`src/rtl/fetch_stage.sv`:
```
// ---------------------------------------------------------------------------
// fetch_stage
//
// Instruction fetch stage that sits directly after the program counter.
// It samples the current PC, fetches one instruction from instruction memory
// over a req/ack handshake, and holds that instruction in an output register
// until decode takes it. A one-cycle pc_advance pulse is raised for every
// fetch that reaches the output register. The control logic turns that pulse
// into the PC increment. A flush (branch/jump redirect) throws away whatever
// fetch is in flight or held.
//
// Handshakes:
//   imem_req/imem_ack : once imem_req is raised it stays high, and imem_addr
//                       stays constant, until the first cycle imem_ack=1.
//                       imem_ack is ignored while imem_req=0. A request is
//                       never withdrawn early. A flushed request is therefore
//                       finished in DROP and its data is discarded.
//   if_valid/id_ready : a transfer to decode happens on a rising clk edge
//                       where if_valid=1 and id_ready=1. if_instr and if_pc
//                       hold steady while if_valid=1.
//   flush             : takes priority over imem_ack and id_ready in every
//                       state.
//
// Ports:
//   clk         system clock; all state changes on the rising edge
//   reset       synchronous active-high reset
//   pc_in       current PC value
//   flush       redirect (branch/jump) taken this cycle
//   pc_advance  one-cycle pulse that requests a PC increment
//   imem_req    instruction-memory request
//   imem_addr   instruction-memory request address
//   imem_ack    memory returns data this cycle
//   imem_rdata  instruction data, valid together with imem_ack
//   if_valid    output register holds a valid instruction
//   if_instr    fetched instruction
//   if_pc       address of if_instr
//   id_ready    decode accepts the instruction this cycle
//   dbg_state   current FSM state (0=IDLE 1=REQ 2=FULL 3=DROP)
// ---------------------------------------------------------------------------
module fetch_stage #(
    parameter int ADDR_WIDTH  = 16,
    parameter int INSTR_WIDTH = 16
) (
    input  logic                   clk,
    input  logic                   reset,
    input  logic [ADDR_WIDTH-1:0]  pc_in,
    input  logic                   flush,
    output logic                   pc_advance,
    output logic                   imem_req,
    output logic [ADDR_WIDTH-1:0]  imem_addr,
    input  logic                   imem_ack,
    input  logic [INSTR_WIDTH-1:0] imem_rdata,
    output logic                   if_valid,
    output logic [INSTR_WIDTH-1:0] if_instr,
    output logic [ADDR_WIDTH-1:0]  if_pc,
    input  logic                   id_ready,
    output logic [1:0]             dbg_state
);

    typedef enum logic [1:0] {
        IDLE = 2'd0,
        REQ  = 2'd1,
        FULL = 2'd2,
        DROP = 2'd3
    } state_t;

    state_t                 state_q;
    state_t                 state_d;
    logic                   req_d;
    logic [ADDR_WIDTH-1:0]  addr_d;
    logic                   adv_d;
    logic                   valid_d;
    logic [INSTR_WIDTH-1:0] instr_d;
    logic [ADDR_WIDTH-1:0]  ifpc_d;

    // Next-state and next-output logic. Every output is registered, so this
    // block computes the value each output register takes on the next edge.
    always_comb begin
        state_d = state_q;
        req_d   = imem_req;
        addr_d  = imem_addr;
        adv_d   = 1'b0;          // pc_advance is a pulse unless set below
        valid_d = if_valid;
        instr_d = if_instr;
        ifpc_d  = if_pc;

        case (state_q)
            IDLE: begin
                req_d = 1'b0;
                // During a redirect the PC is not settled yet. It is sampled
                // on the first cycle without a flush.
                if (!flush) begin
                    addr_d  = pc_in;
                    req_d   = 1'b1;
                    state_d = REQ;
                end
            end

            REQ: begin
                if (imem_ack) begin
                    req_d = 1'b0;
                    if (flush) begin
                        state_d = IDLE;
                    end else begin
                        instr_d = imem_rdata;
                        ifpc_d  = imem_addr;
                        valid_d = 1'b1;
                        adv_d   = 1'b1;
                        state_d = FULL;
                    end
                end else if (flush) begin
                    // The request cannot be withdrawn, so keep it up and
                    // throw its data away when it arrives.
                    state_d = DROP;
                end
            end

            DROP: begin
                if (imem_ack) begin
                    req_d   = 1'b0;
                    state_d = IDLE;
                end
            end

            FULL: begin
                // The PC increment from pc_advance lands while this state is
                // held, so the next IDLE samples the new PC.
                if (flush || id_ready) begin
                    valid_d = 1'b0;
                    state_d = IDLE;
                end
            end

            default: begin
                req_d   = 1'b0;
                valid_d = 1'b0;
                state_d = IDLE;
            end
        endcase
    end

    always_ff @(posedge clk) begin
        if (reset) begin
            state_q    <= IDLE;
            imem_req   <= 1'b0;
            imem_addr  <= '0;
            pc_advance <= 1'b0;
            if_valid   <= 1'b0;
            if_instr   <= '0;
            if_pc      <= '0;
        end else begin
            state_q    <= state_d;
            imem_req   <= req_d;
            imem_addr  <= addr_d;
            pc_advance <= adv_d;
            if_valid   <= valid_d;
            if_instr   <= instr_d;
            if_pc      <= ifpc_d;
        end
    end

    assign dbg_state = state_q;

endmodule

```
`config.mk`:
```
export PLATFORM = sky130hd
export DESIGN_NAME = fetch_stage
export DESIGN_NICKNAME = d
export VERILOG_FILES = /design/src/rtl/fetch_stage.sv
export SDC_FILE = /design/constraint.sdc
export NUM_CORES = 1
export LEC_CHECK = 0
export BUFFER_PORTS_ARGS = -buffer_cell sky130_fd_sc_hd__buf_2
export CAP_MARGIN = 20
export CORE_MARGIN = 2
export CORE_UTILIZATION = 49
export DETAILED_ROUTE_END_ITERATION = 8
export MAX_ROUTING_LAYER = met4
export PLACE_DENSITY = 0.84
export SLEW_MARGIN = 20
export SYNTH_ARGS = -nofsm -noshare
export SYNTH_HDL_FRONTEND = slang
export SYNTH_SLANG_ARGS = --single-unit
```
`constraint.sdc`:
```
create_clock -name clk -period 2.28 [get_ports clk]
set_input_delay 0.456 -clock clk [delete_from_list [all_inputs] [get_ports clk]]
set_output_delay 0.456 -clock clk [all_outputs]
set_load 0.05 [all_outputs]
```
* After elaboration in Yosys (flattened, before gate mapping)
Index checks and enable logic that the tools add are counted.
Storage, ports and cells: register bits 53, latch bits 0, memory bits (writable) 0, ROM bits 0, bits of input ports 37, output and inout bits 53, word-level logic and storage cells 45, memories kept 0
Cells by class: add/subtract/negate cells 0, $mul 0, divide/modulo/power cells 0, $lt $le $gt $ge 0, equal/unequal tests 10, shift-type cells 0, muxes and demuxes 14, bitwise gates (word level) 3, reductions and logical operators 11
Operators with widths (count):
- 2-bit 2-to-1 mux | 6
- 2-bit != test (second input constant) | 5
- 2-bit case mux with 4 select lines | 1
- 4-bit AND reduction | 2
- 1-bit 2-to-1 mux | 5
- 2-bit == test (second input constant) | 2
- 1-bit case mux with 2 select lines | 2
- 2-bit AND reduction | 2
- 2-bit nonzero test | 2
- 3-bit != test (second input constant) | 1
- 1-bit NOT | 3
- 3-bit AND reduction | 1
- 3-bit OR reduction | 1
- 2-bit by 1-bit == test with 1-bit output (second input constant) | 1
- 2-bit zero test | 1
- 2-bit by 1-bit != test with 1-bit output (second input constant) | 1
- 2-bit OR reduction | 1
- 1-bit logical OR | 1

* Logic depth before layout (Yosys ltp)
depth after elaboration 4, gate-level depth with buffers 5, mapped depth without buffers 3

* Least setup slack after synthesis
Ideal clock, no wire load.
path kind register to register, start reg state_q[0], in the netlist dbg_state[0], end reg if_pc[1], library setup time 69 ps, arrival time 1445 ps, required time 2211 ps, path slack 766 ps, stages on the path, launching flop included 6, path buffers 2, period minus slack after synthesis 1514 ps, path through dfxtp_1 and4bb_2 buf_4 buf_6 nand2_1 a21oi_2
On the way: cells in the longest elaborated chain, start to end 2
Ends and longest elaborated chain:
- start, declared | line 67 | state_t state_q;
- start signal, assigned | line 152 | state_q <= state_d;
- 2-bit by 1-bit == test with 1-bit output | line 87 | case (state_q)
- 3-bit AND reduction (no source line)
- end signal, assigned | line 158 | if_pc <= ifpc_d;
- end, declared | line 55 | output logic [ADDR_WIDTH-1:0] if_pc,
No other way between the ends. A chain may end at the register's enable or synchronous reset.

* Worst setup path after layout
start reg state_q[0], in the netlist dbg_state[0], end out dbg_state[0]
RTL lines:
- end, declared | line 57 | output logic [1:0] dbg_state
No word-level cell between the ends.

==> results.ini <==
[outcome]
outcome=finished clean

[pwr]
ir_drop_mv=0.412
p_per_area_nw_per_um2=716
leakagePower_uw=0.00109

[grt]
track_usage=0.195
grt_max_degree=54
grt_pass1_wl_microns=6620
grt_antenna_before_repair=0
overflow=0
grt_pass1_vias=1537

[floorplan]
die_height_microns=66.6
fp-row-count=22
io_pins=90
die_area_sq_um=4430
initial_core_util=0.516
die_x_microns=66.6
coreArea_sq_um=3720

[finish]
layout-drive-gt1-share=0.341
nets=353
antenna_cells=0
area_growth_pct=26.8
layout.cells.non_filler=365

[logic_synthesis]
yosysSeqAreaShare=0.553
avgSynthCellArea_sq_um=8.24
synth_top_area_cell=dfxtp_1
ys_ff_latch=53
synthFlopType=dfxtp_1
synth-edff-count=0
ys_top_cells_by_count=96 x nand2_1, 53 x dfxtp_1, 45 x a21oi_1, 6 x a21oi_2
synth_cell_types=20
syn_inst=233
netlist_area_sq_um=1920
synth_top_area_frac=0.553
yosysWarnings=0
synth_most_common_cell=nand2_1
async_flop_share=0
yosys-top-cells-area=dfxtp_1 55%, nand2_1 19%, a21oi_1 12%
synth_fp_nets=270

[timing]
setup_violations=0
final_hold_viol_count=0
clock_skew_ns=0.00906
worst_pin_slew_ns=0.600
max-slew-margin-rel=0.600
fmax_mhz=656
period_share=0.669
rsz0062_at_grt=no
fin_setup_tns_ns=0
maxSlewViolCount=0
fin_crit_ns=1.52

[place]
hpwl_microns=2820
io_buffers=89
place.gp.congestion=0.736
place_inst=357

[worst_setup_path]
timing.critical_path.cells=buf_2
worst_setup_path_end_kind=primary output
start_kind=flop
r2r_end=if_instr[14]
critPathMaxFanout=8
r2r_cells=4
r2r_setup_slack_ns=0.80
worstSetupPathType=flop to primary output
rr_startpoint=dbg_state[0]
critPathRequiredTime_ns=1.82
path_buf_inv=1
max_stage_delay_ns=0.46
crit_arrival_ns=1.07
endpoint=dbg_state[0]
crit_family=flip-flops
startpoint=dbg_state[0]
cp.depth=1
cpMaxStageDelayCell=dfxtp_1

[detailed_routing]
vias=1766
dr.max_layer_used=met4
wl_microns=4030
drtIter0Drc=113
drc=0
wirelength_met1_microns=1830
dr.pass1.iters=4
postRouteAntennaNets=0
viasPerCell=4.84
met2WireLength_microns=1890
dr_wl_met3_microns=284
wire_per_inst_microns=11.1

[clocking]
clkTransAtPathRegs_ns=0.09
holdBufCountCts=0
cts.path.max_buffers=2
cts.sinks=53
ctsResizeCount=0
cts_tree=done
h-tree-depth=2
post_cts_buffers=0
numCtsBuffers=5
cts_root_buffer=clkbuf_8
clk_latency_ns=0.29

[hold_path]
hp-start=pc_in[7]
hold_path.class=input port to flop

[flow_run]
drv_cap=0

## metal layers
metal,GRT usage,vias up
met5,-,-
met4,0.0536,0
met3,0.0473,2
met2,0.313,60
met1,0.247,791
li1,-,913
## per-stage QoR
step	instance area [sq um]	util	setup slack [ns]	total power (uW)	hold WS (ns)
after floorplan	1920	-	0.766	1200	0.592
after global placement	2350	0.631	0.676	1270	0.439
after detailed placement	2350	0.631	0.648	1270	0.445
after CTS	2430	0.655	0.749	1760	0.383
after global routing	2430	0.655	0.672	1830	0.386
final	2430	0.655	0.756	1740	0.390
## worst min-delay path, cell delays in order
cell and delay (ns):
buf_2 0.09, nand2_1 0.04, a21oi_1 0.05
## layout make-up
type | instances | area, sq um
fill | 325 | 1280
timing repair buffer | 93 | 488
clock inverter | 2 | 15.0
sequential | 53 | 1060
tap | 48 | 60.1
clock buffer | 6 | 72.6
inverter | 1 | 3.75
multi-input combinational | 162 | 733
## state kept, by name, summed over array words and instances (netlist names)
signal,cells
if_valid,1
imem_req,1
imem_addr,16
if_instr,16
dbg_state,2
if_pc,16
pc_advance,1
## cell families after synthesis
group | count (synthesis) | share of synthesized area
flops | 53 | 0.553
buf+inv | 18 | 0.0652
compound gates | 53 | 0.151
simple gates | 109 | 0.231
## power breakdown
| part | internal (uW) | total, uW | switching [uW] |
|---|---|---|---|
| registers | 957 | 979 | 21.6 |
| logic | 73.2 | 268 | 195 |
| clock network | 216 | 495 | 279 |
| total | 1250 | 1740 | 495 |
## worst min-delay path by stage
stage	slack, ns	to	cells after the start
after floorplan	0.59	imem_addr[0]	2
after global placement	0.44	if_instr[8]	2
after detailed placement	0.44	if_pc[4]	2
after CTS	0.38	if_instr[11]	3
after global routing	0.39	if_instr[15]	3
final	0.39	imem_addr[7]	3
## placed cells by master, fill, tap and decap left out
cell type / n
a21oi_2: 6
nor3_1: 1
buf_4: 3
a21oi_1: 45
nor2_1: 5
clkbuf_1: 1
clkbuf_8: 5
inv_1: 1
nand2_1: 96
nand4bb_1: 1
and4bb_2: 1
o21ai_0: 1
o211ai_1: 1
dfxtp_1: 53
nor3_2: 1
buf_12: 1
nor2b_1: 3
or3_1: 1
clkinvlp_4: 2
buf_2: 89
No activity file was read; power rests on OpenSTA's default activity.
